`src/rtl/alu_pkg.sv`:
```
// Shared definitions for the sequential ALU: op encodings and FSM states.
package alu_pkg;

  localparam logic [2:0] OP_AND  = 3'b000;
  localparam logic [2:0] OP_OR   = 3'b001;
  localparam logic [2:0] OP_ADD  = 3'b010;
  localparam logic [2:0] OP_NOTA = 3'b011;
  localparam logic [2:0] OP_SUB  = 3'b100;
  localparam logic [2:0] OP_XOR  = 3'b101;
  localparam logic [2:0] OP_SLT  = 3'b110;
  localparam logic [2:0] OP_MUL  = 3'b111;

  typedef enum logic [1:0] {
    ST_IDLE = 2'd0,
    ST_MUL  = 2'd1,
    ST_DONE = 2'd2
  } state_t;

endpackage

```
`src/rtl/addsub_n.sv`:
```
// WIDTH-bit adder/subtractor (a + b + cin, or a + ~b + 1) with carry-out and signed overflow.
// Purely combinational; shared by ADD, SUB and SLT.
module addsub_n #(
  parameter int WIDTH = 8
) (
  input  logic [WIDTH-1:0] i_a,
  input  logic [WIDTH-1:0] i_b,
  input  logic             i_cin,
  input  logic             i_sub,
  output logic [WIDTH-1:0] o_sum,
  output logic             o_cout,
  output logic             o_overflow
);

  logic [WIDTH-1:0] w_b_eff;
  logic             w_c0;
  logic [WIDTH-1:0] w_low;
  logic [1:0]       w_top;

  assign w_b_eff = i_sub ? ~i_b : i_b;
  assign w_c0    = i_sub ? 1'b1 : i_cin;

  // Split at the MSB so the carry into it is visible for the overflow term.
  assign w_low = {1'b0, i_a[WIDTH-2:0]} + {1'b0, w_b_eff[WIDTH-2:0]} + {{(WIDTH-1){1'b0}}, w_c0};
  assign w_top = {1'b0, i_a[WIDTH-1]} + {1'b0, w_b_eff[WIDTH-1]} + {1'b0, w_low[WIDTH-1]};

  assign o_sum      = {w_top[0], w_low[WIDTH-2:0]};
  assign o_cout     = w_top[1];
  assign o_overflow = w_top[1] ^ w_low[WIDTH-1];

endmodule

```
`src/rtl/alu_seq.sv`:
```
// Sequential WIDTH-bit ALU with valid/ready handshakes; one op in flight, registered result.
// ALU_MUL_EN enables the iterative shift-add multiply (latency WIDTH+1); otherwise op 111 is flagged illegal.
module alu_seq
  import alu_pkg::*;
#(
  parameter int WIDTH = 8
) (
  input  logic             i_clk,
  input  logic             i_rst_n,
  input  logic             i_in_valid,
  output logic             o_in_ready,
  input  logic [WIDTH-1:0] i_a,
  input  logic [WIDTH-1:0] i_b,
  input  logic [2:0]       i_op,
  input  logic             i_cin,
  output logic             o_out_valid,
  input  logic             i_out_ready,
  output logic [WIDTH-1:0] o_result,
  output logic             o_cout,
  output logic             o_overflow,
  output logic             o_zero,
  output logic             o_illegal
);

  state_t           r_state;
  logic             r_in_ready;
  logic             r_out_valid;
  logic [WIDTH-1:0] r_result;
  logic             r_cout;
  logic             r_overflow;
  logic             r_zero;
  logic             r_illegal;

  logic [WIDTH-1:0] w_sum;
  logic             w_as_cout;
  logic             w_as_ovf;
  logic             w_sub;
  logic [WIDTH-1:0] w_res;
  logic             w_cout;
  logic             w_ovf;
  logic             w_illegal;

  // SLT reuses the subtractor: sign of (a-b) corrected by overflow.
  assign w_sub = (i_op == OP_SUB) || (i_op == OP_SLT);

  addsub_n #(.WIDTH(WIDTH)) u_addsub (
    .i_a        (i_a),
    .i_b        (i_b),
    .i_cin      (i_cin),
    .i_sub      (w_sub),
    .o_sum      (w_sum),
    .o_cout     (w_as_cout),
    .o_overflow (w_as_ovf)
  );

  always_comb begin
    w_res     = '0;
    w_cout    = 1'b0;
    w_ovf     = 1'b0;
    w_illegal = 1'b0;
    case (i_op)
      OP_AND:  w_res = i_a & i_b;
      OP_OR:   w_res = i_a | i_b;
      OP_NOTA: w_res = ~i_a;
      OP_XOR:  w_res = i_a ^ i_b;
      OP_ADD, OP_SUB: begin
        w_res  = w_sum;
        w_cout = w_as_cout;
        w_ovf  = w_as_ovf;
      end
      OP_SLT:  w_res = {{(WIDTH-1){1'b0}}, w_sum[WIDTH-1] ^ w_as_ovf};
      default: begin
`ifndef ALU_MUL_EN
        w_illegal = 1'b1;
`endif
      end
    endcase
  end

`ifdef ALU_MUL_EN
  localparam int CW = $clog2(WIDTH + 1);
  localparam logic [CW-1:0] LAST = CW'(WIDTH - 1);

  logic [WIDTH-1:0] r_acc;
  logic [WIDTH-1:0] r_mcand;
  logic [WIDTH-1:0] r_mplier;
  logic [CW-1:0]    r_cnt;
  logic [WIDTH-1:0] w_acc_nxt;

  assign w_acc_nxt = r_mplier[0] ? (r_acc + r_mcand) : r_acc;
`endif

  always_ff @(posedge i_clk or negedge i_rst_n) begin
    if (!i_rst_n) begin
      r_state     <= ST_IDLE;
      r_in_ready  <= 1'b1;
      r_out_valid <= 1'b0;
      r_result    <= '0;
      r_cout      <= 1'b0;
      r_overflow  <= 1'b0;
      r_zero      <= 1'b0;
      r_illegal   <= 1'b0;
`ifdef ALU_MUL_EN
      r_acc       <= '0;
      r_mcand     <= '0;
      r_mplier    <= '0;
      r_cnt       <= '0;
`endif
    end else begin
      case (r_state)
        ST_IDLE: begin
          if (i_in_valid) begin
            r_in_ready <= 1'b0;
`ifdef ALU_MUL_EN
            if (i_op == OP_MUL) begin
              r_acc    <= '0;
              r_mcand  <= i_a;
              r_mplier <= i_b;
              r_cnt    <= '0;
              r_state  <= ST_MUL;
            end else
`endif
            begin
              r_result    <= w_res;
              r_cout      <= w_cout;
              r_overflow  <= w_ovf;
              r_zero      <= (w_res == '0);
              r_illegal   <= w_illegal;
              r_out_valid <= 1'b1;
              r_state     <= ST_DONE;
            end
          end
        end
`ifdef ALU_MUL_EN
        ST_MUL: begin
          r_acc    <= w_acc_nxt;
          r_mcand  <= r_mcand << 1;
          r_mplier <= r_mplier >> 1;
          r_cnt    <= r_cnt + 1'b1;
          // Fixed WIDTH iterations regardless of operand values.
          if (r_cnt == LAST) begin
            r_result    <= w_acc_nxt;
            r_cout      <= 1'b0;
            r_overflow  <= 1'b0;
            r_zero      <= (w_acc_nxt == '0);
            r_illegal   <= 1'b0;
            r_out_valid <= 1'b1;
            r_state     <= ST_DONE;
          end
        end
`endif
        ST_DONE: begin
          if (i_out_ready) begin
            r_out_valid <= 1'b0;
            r_in_ready  <= 1'b1;
            r_state     <= ST_IDLE;
          end
        end
        default: begin
          r_out_valid <= 1'b0;
          r_in_ready  <= 1'b1;
          r_state     <= ST_IDLE;
        end
      endcase
    end
  end

  assign o_in_ready  = r_in_ready;
  assign o_out_valid = r_out_valid;
  assign o_result    = r_result;
  assign o_cout      = r_cout;
  assign o_overflow  = r_overflow;
  assign o_zero      = r_zero;
  assign o_illegal   = r_illegal;

endmodule

```
`config.mk`:
```
export PLATFORM = sky130hd
export DESIGN_NAME = alu_seq
export DESIGN_NICKNAME = d
export VERILOG_FILES = /design/src/rtl/alu_pkg.sv /design/src/rtl/addsub_n.sv /design/src/rtl/alu_seq.sv
export SDC_FILE = /design/constraint.sdc
export NUM_CORES = 1
export LEC_CHECK = 0
export ABC_CLOCK_PERIOD_IN_PS = 3510
export CELL_PAD_IN_SITES_DETAIL_PLACEMENT = 1
export CELL_PAD_IN_SITES_GLOBAL_PLACEMENT = 1
export CORE_ASPECT_RATIO = 0.9
export CORE_MARGIN = 4
export CORE_UTILIZATION = 32
export CTS_CLUSTER_DIAMETER = 150
export CTS_CLUSTER_SIZE = 25
export DETAILED_ROUTE_END_ITERATION = 7
export PLACE_DENSITY = 0.7
export SYNTH_ARGS = -nofsm -noshare
export SYNTH_HDL_FRONTEND = slang
export SYNTH_SLANG_ARGS = --single-unit
export TNS_END_PERCENT = 50
```
`constraint.sdc`:
```
create_clock -name i_clk -period 3.51 [get_ports i_clk]
set_clock_uncertainty 0.15 [all_clocks]
set_input_delay 0.5265 -clock i_clk [delete_from_list [all_inputs] [get_ports i_clk]]
set_output_delay 0.5265 -clock i_clk [all_outputs]
set_load 0.02 [all_outputs]
```
* After elaboration in Yosys (flattened, before gate mapping)
Cells that the tools add are included.
** Word-level totals
- Word-level logic and storage cells :: 51
- Input port bits :: 24
- Flip-flop bits (word level) :: 16
** Cells by class
- $add $sub $neg :: 4
- Reduce and logical (&&, ||, !) cells :: 8
- Equal/unequal tests :: 9
- Mux-type cells :: 15
- Bitwise logic cells :: 7
** Operators with widths (count)
- 8-bit one-hot mux with 6 select lines :: 1
- 8-bit NOT :: 2
- 3-bit equality test (second input constant) :: 3
- 7-bit by 7-bit adder with 8-bit output :: 1
- 8-bit by 1-bit adder with 8-bit output :: 1
- 8-bit bitwise AND :: 1
- 8-bit logical NOT :: 1
- 1-bit two-way mux :: 8
- 8-bit two-way mux :: 1
- 8-bit OR :: 1
- 8-bit bitwise XOR :: 1
- 7-bit OR reduction :: 1
- 3-bit by 2-bit equality test with 1-bit output (second input constant) :: 2
- 2-bit two-way mux :: 2
- 2-bit != test (second input constant) :: 2
- 1-bit one-hot mux with 2 select lines :: 2
- 2-bit one-hot mux with 2 select lines :: 1
- 2-bit AND reduction :: 2
- 3-bit by 1-bit equality test with 1-bit output (second input constant) :: 1
- 3-bit logical NOT :: 1
- 1-bit by 1-bit adder with 2-bit output :: 1
- 2-bit by 1-bit adder with 2-bit output :: 1
- 2-bit equality test (second input constant) :: 1
- 2-bit logical NOT :: 1
- other kinds (3) :: 4

* Logic depth before layout (Yosys ltp)
- Depth in word-level cells :: 10
- Mapped depth :: 17
- Gate-level depth less buffers :: 14

* Cells and area by module
From an unflattened synthesis, not the netlist that was laid out.
** Second synthesis, totals
- Cell total of the unflattened synthesis :: 204
- Area, all modules :: 1687.9 sq um
** Modules (own cells, without submodules)
- alu_seq :: sequential area each 351.6 sq um, area each 1261.2 sq um, instances 1, cells each 149
- addsub_n :: sequential area each 0.0 sq um, area each 426.7 sq um, instances 1, cells each 55

* Worst setup path before layout
Ideal clock, no wire load.
- Path kind :: input to register
- From :: input port i_op[0]
- To :: register r_zero, in the netlist o_zero
- Setup slack :: -0.588 ns
- Data arrival time :: 3.827 ns
- Stages :: 17
- Setup time :: 0.122 ns
- Path through :: buf_2 -> buf_1 -> nand2b_1 -> buf_2 -> xnor2_1 -> fa_1 -> nand2b_1 -> a21oi_1 -> o21a_1 -> o41a_1 -> inv_1 -> fa_1 -> a2bb2oi_1 -> mux2i_1 -> nand4b_1 -> and4bb_1 -> a32o_1
** Between the ends
- Word-level cells in the longest chain between the ends :: 10
- Elaborated cells between the ends (all ways) :: 19
- Those cells by class :: add/sub: 4; eq/ne: 6; mux: 3; bitwise: 2; reduce/logical: 4
** RTL lines
- start: declaration :: line alu_seq.sv:14 : input logic [2:0] i_op,
- 3-bit equality test :: line alu_seq.sv:44, alu_seq.sv:61
- 1-bit logical OR :: line alu_seq.sv:44 : assign w_sub = (i_op == OP_SUB) || (i_op == OP_SLT);
- 8-bit two-way mux :: line addsub_n.sv:20 : assign w_b_eff = i_sub ? ~i_b : i_b;
- 7-bit by 7-bit adder with 8-bit output :: line addsub_n.sv:24 : assign w_low = {1'b0, i_a[WIDTH-2:0]} + {1'b0, w_b_eff[WIDTH-2:0]} + {{(WIDTH-1){1'b0}}, w_c0};
- 8-bit by 1-bit adder with 8-bit output :: line addsub_n.sv:24
- 2-bit by 1-bit adder with 2-bit output :: line addsub_n.sv:25 : assign w_top = {1'b0, i_a[WIDTH-1]} + {1'b0, w_b_eff[WIDTH-1]} + {1'b0, w_low[WIDTH-1]};
- 1-bit bitwise XOR :: line addsub_n.sv:29 : assign o_overflow = w_top[1] ^ w_low[WIDTH-1];
- 1-bit bitwise XOR :: line alu_seq.sv:71 : OP_SLT: w_res = {{(WIDTH-1){1'b0}}, w_sum[WIDTH-1] ^ w_as_ovf};
- 8-bit one-hot mux with 6 select lines (*) :: line alu_seq.sv:61 : case (i_op)
- 8-bit logical NOT (*) :: line alu_seq.sv:127 : r_zero <= (w_res == '0);
- end signal: assignment :: line alu_seq.sv:127
- end: declaration :: line alu_seq.sv:31 : logic r_zero;
Mark *: on every way between the ends. The rest lies on a longest branch, timed or not.
A chain may end at the register's enable or synchronous reset.

* Worst setup path in the final report
Ends and elaborated chain as after synthesis.

==> summary.txt <==
Status
  • Status: finished clean

Layout
  • Area Overhead vs Synth: 57.1%
  • Fill count: 588
  • Inserted Diodes: 0
  • Fin nets: 319
  • Commonest non-fill, non-tap cell in the layout: buf_4
  • Most frequent cells in the layout: buf_4 (46), clkdlybuf4s50_1 (27), ha_1 (21), inv_1 (20)
  • Fraction of layout cells with a size suffix above 1: 0.276
  • Final Non-Filler Cells: 333
  • Multi-input logic area: 1230 um2
  • FF/Latch Area: 352 um2

Yosys
  • Mean post-synth cell area: 8.47 um2
  • Yosys top cell area share: 0.203
  • Post-synth EDFFs: 0
  • Top cells by area, synth: dfrtp_1 (20%), ha_1 (17%), xnor2_1 (6.0%), inv_1 (5.4%), o21ai_0 (5.3%)
  • FF+latch count, synth: 14
  • Yosys warns: 0
  • Distinct cells, synth: 44
  • Area leader, netlist: dfrtp_1
  • Async set or reset register ratio after synthesis: 1.00
  • Syn_nets: 239
  • Synth Instances: 189
  • Top_reg_cell synth: dfrtp_1
  • Sequential share of the synthesized area: 0.220
  • Post-Syn Area: 1600 um2

Power
  • LEAKAGE: 0.00124 uW
  • Max IR drop VDD: 0.225 mV
  • Int Pwr: 556 uW
  • Combinational power share: 0.569
  • Reg power frac: 0.249
  • Sw Ratio: 0.361
  • Power share of the clock group: 0.181
  • Switch Pwr: 315 uW
  • P per Cell Area: 346 nW/um2

Global routing
  • GRT Util Overall: 0.176
  • First-pass GRT wire length: 8410 um
  • Vias in the first global route: 1767
  • Largest net degree at the start of global routing: 25
  • GRT overflow: 0
  • Initial antenna violation count: 0

Worst setup path
  • Startpoint types: input port
  • Required time worst endpoint: 3500 ps
  • Critical Path End Type: flop
  • Worst path slowest cell: fa_1
  • Worst path arrival time: 3470 ps
  • CP Cell Sequence: buf_6 > nand2b_4 > nor2b_4 > fa_2 > nand2b_4 > a21oi_4 > o21a_1 > o41a_1 > inv_2 > fa_1 > a2bb2oi_2 > mux2i_1 > nand4b_1 > and4bb_1 > a32o_1
  • Critical path's most frequent cell: nand2b_4
  • Critical path class: input port to flop
  • Critical path peak fanout: 6
  • CP max stage delay: 490 ps

Clocking
  • Deepest clock path buffer count: 2
  • CTS clk-pin slew, worst paths: 60 ps
  • H-tree levels: 1
  • Post-CTS Hold Buffers: 0
  • Worst-skew pair later-pin latency: 250 ps
  • CTS tree: built
  • Num Clock Sinks: 14
  • CTS buffer count: 3
  • Clk root buf: clkbuf_8

Detailed routing
  • Vias: 1645
  • # DRC: 0
  • Via density: 4.94
  • Routed wire length: 5100 um
  • Antenna viol nets, final: 0
  • Drt first pass iters: 4
  • Routed WL per cell: 15.3 um
  • Initial DRC count: 49

Die
  • # rows: 24
  • Core box area: 4830 um2
  • Die area: 6200 um2
  • # IOs: 38
  • Die height: 75.1 um
  • Initial core utilization: 0.331
  • Die Wd: 82.6 um

Timing
  • RSZ-0062 raised after global routing: yes
  • Highest Clock Rate: 0.287 GHz
  • Slew Viols, Final: 0
  • Worst slew margin: 0.566
  • Final Hold Vio Count: 0
  • Actual slew at the worst max-slew pin: 650 ps
  • Minimum clock period: 3480 ps
  • Final worst path period share: 0.991
  • Final setup fails: 0
  • Final worst slack: 31.1 ps

Placement
  • Placed cell count: 315
  • Placer Congestion: 0.810
  • Worst slack, placed: -648 ps
  • Hpwl dp: 3710 um
  • I/O Buffers: 37

Run
  • Max_cap viols: 0

Min path
  • Hold Path Class: flop to flop
==> critical path, delay by kind of cell <==
| family | cells | cell delay (ps) |
|---|---|---|
| adder cells (fa/ha/maj) | 2 | 880 |
| AND/OR/NAND/NOR | 5 | 840 |
| multiplexers | 1 | 180 |
| buffers and inverters | 2 | 140 |
| AO/OA/AOI/OAI | 5 | 880 |
==> logic make-up (layout without fill, tap and decap cells) <==
kind of cell / Yosys count / count (layout) / synth area share
AND/OR/NAND/NOR: 54 / 54 / 0.175
AO/OA/AOI/OAI: 47 / 47 / 0.193
buffers and inverters: 31 / 110 / 0.0844
adder cells (fa/ha/maj): 26 / 26 / 0.222
flip-flops: 14 / 14 / 0.220
XOR/XNOR: 11 / 11 / 0.0602
multiplexers: 6 / 6 / 0.0461
==> state kept, by name, summed over array words and instances, names as in the netlist <==
name,cells
o_illegal,1
o_in_ready,1
o_cout,1
o_out_valid,1
o_result,8
o_overflow,1
o_zero,1
==> cell type report <==
class / count / share of cell area
clock buffers: 4 / 0.0219
repair buffers: 83 / 0.283
inverters: 23 / 0.0343
well taps: 65 / 0.0323
flip-flops and latches: 14 / 0.140
multi-input cells: 144 / 0.488
==> per-stage QoR <==
step | hold slack (ps) | cell area, um2 | TNS (ps) | util | power, uW
finish | 325 | 2520 | 0 | 0.520 | 871
global route | 358 | 2520 | -134 | 0.520 | 932
CTS | 335 | 2450 | 0 | 0.506 | 843
detailed placement | 321 | 2260 | -1520 | 0.467 | 641
global placement | 315 | 2260 | -1020 | 0.467 | 631
floorplan | 80.9 | 1630 | -417 | - | 441
==> power by group through the flow <==
stage	Sequential [uW]	Clock [uW]	Combinational, uW
5_1_grt	221	169	541
3_5_place_dp	220	0	421
4_1_cts	217	162	464
2_1_floorplan	261	0	180
3_3_place_gp	218	0	413
6_report	217	158	496
==> cells in the mapped netlist (all sizes together), types with 3 or more instances <==
library cell	instances
o21ai	18
mux2i	4
nand2b	6
a21oi	7
nand2	16
ha	22
inv	23
nor3	3
buf	6
xnor2	11
dfrtp	13
nor2b	8
fa	4
nor2	11
a31oi	3
o32ai	3
==> final timing paths <==
check,startpoint,to,slack [ps],depth (start not counted)
max,i_op[0],o_zero,30,15
min,o_result[5],o_result[5],320,2
max reg2reg,o_out_valid,o_zero,1510,7
min reg2reg,o_result[5],o_result[5],320,2
max in group asynchronous,i_rst_n,o_result[7],2260,1
min in group asynchronous,i_rst_n,o_out_valid,530,1
==> what timing repair did <==
item	in CTS	in global routing
resized for setup	21	14
endpoints found under the setup margin	2	2
setup buffers	12	3
pin swaps	10	13
==> metal layers <==
layer / GRT usage / share of wire / up-vias
li1: - / - / 807
met1: 0.228 / 0.43 / 790
met2: 0.308 / 0.51 / 37
met3: 0.0275 / 0.034 / 11
met4: 0.0436 / 0.023 / 0
met5: 0 / 0 / -
Power figures use the tool's default switching activity.
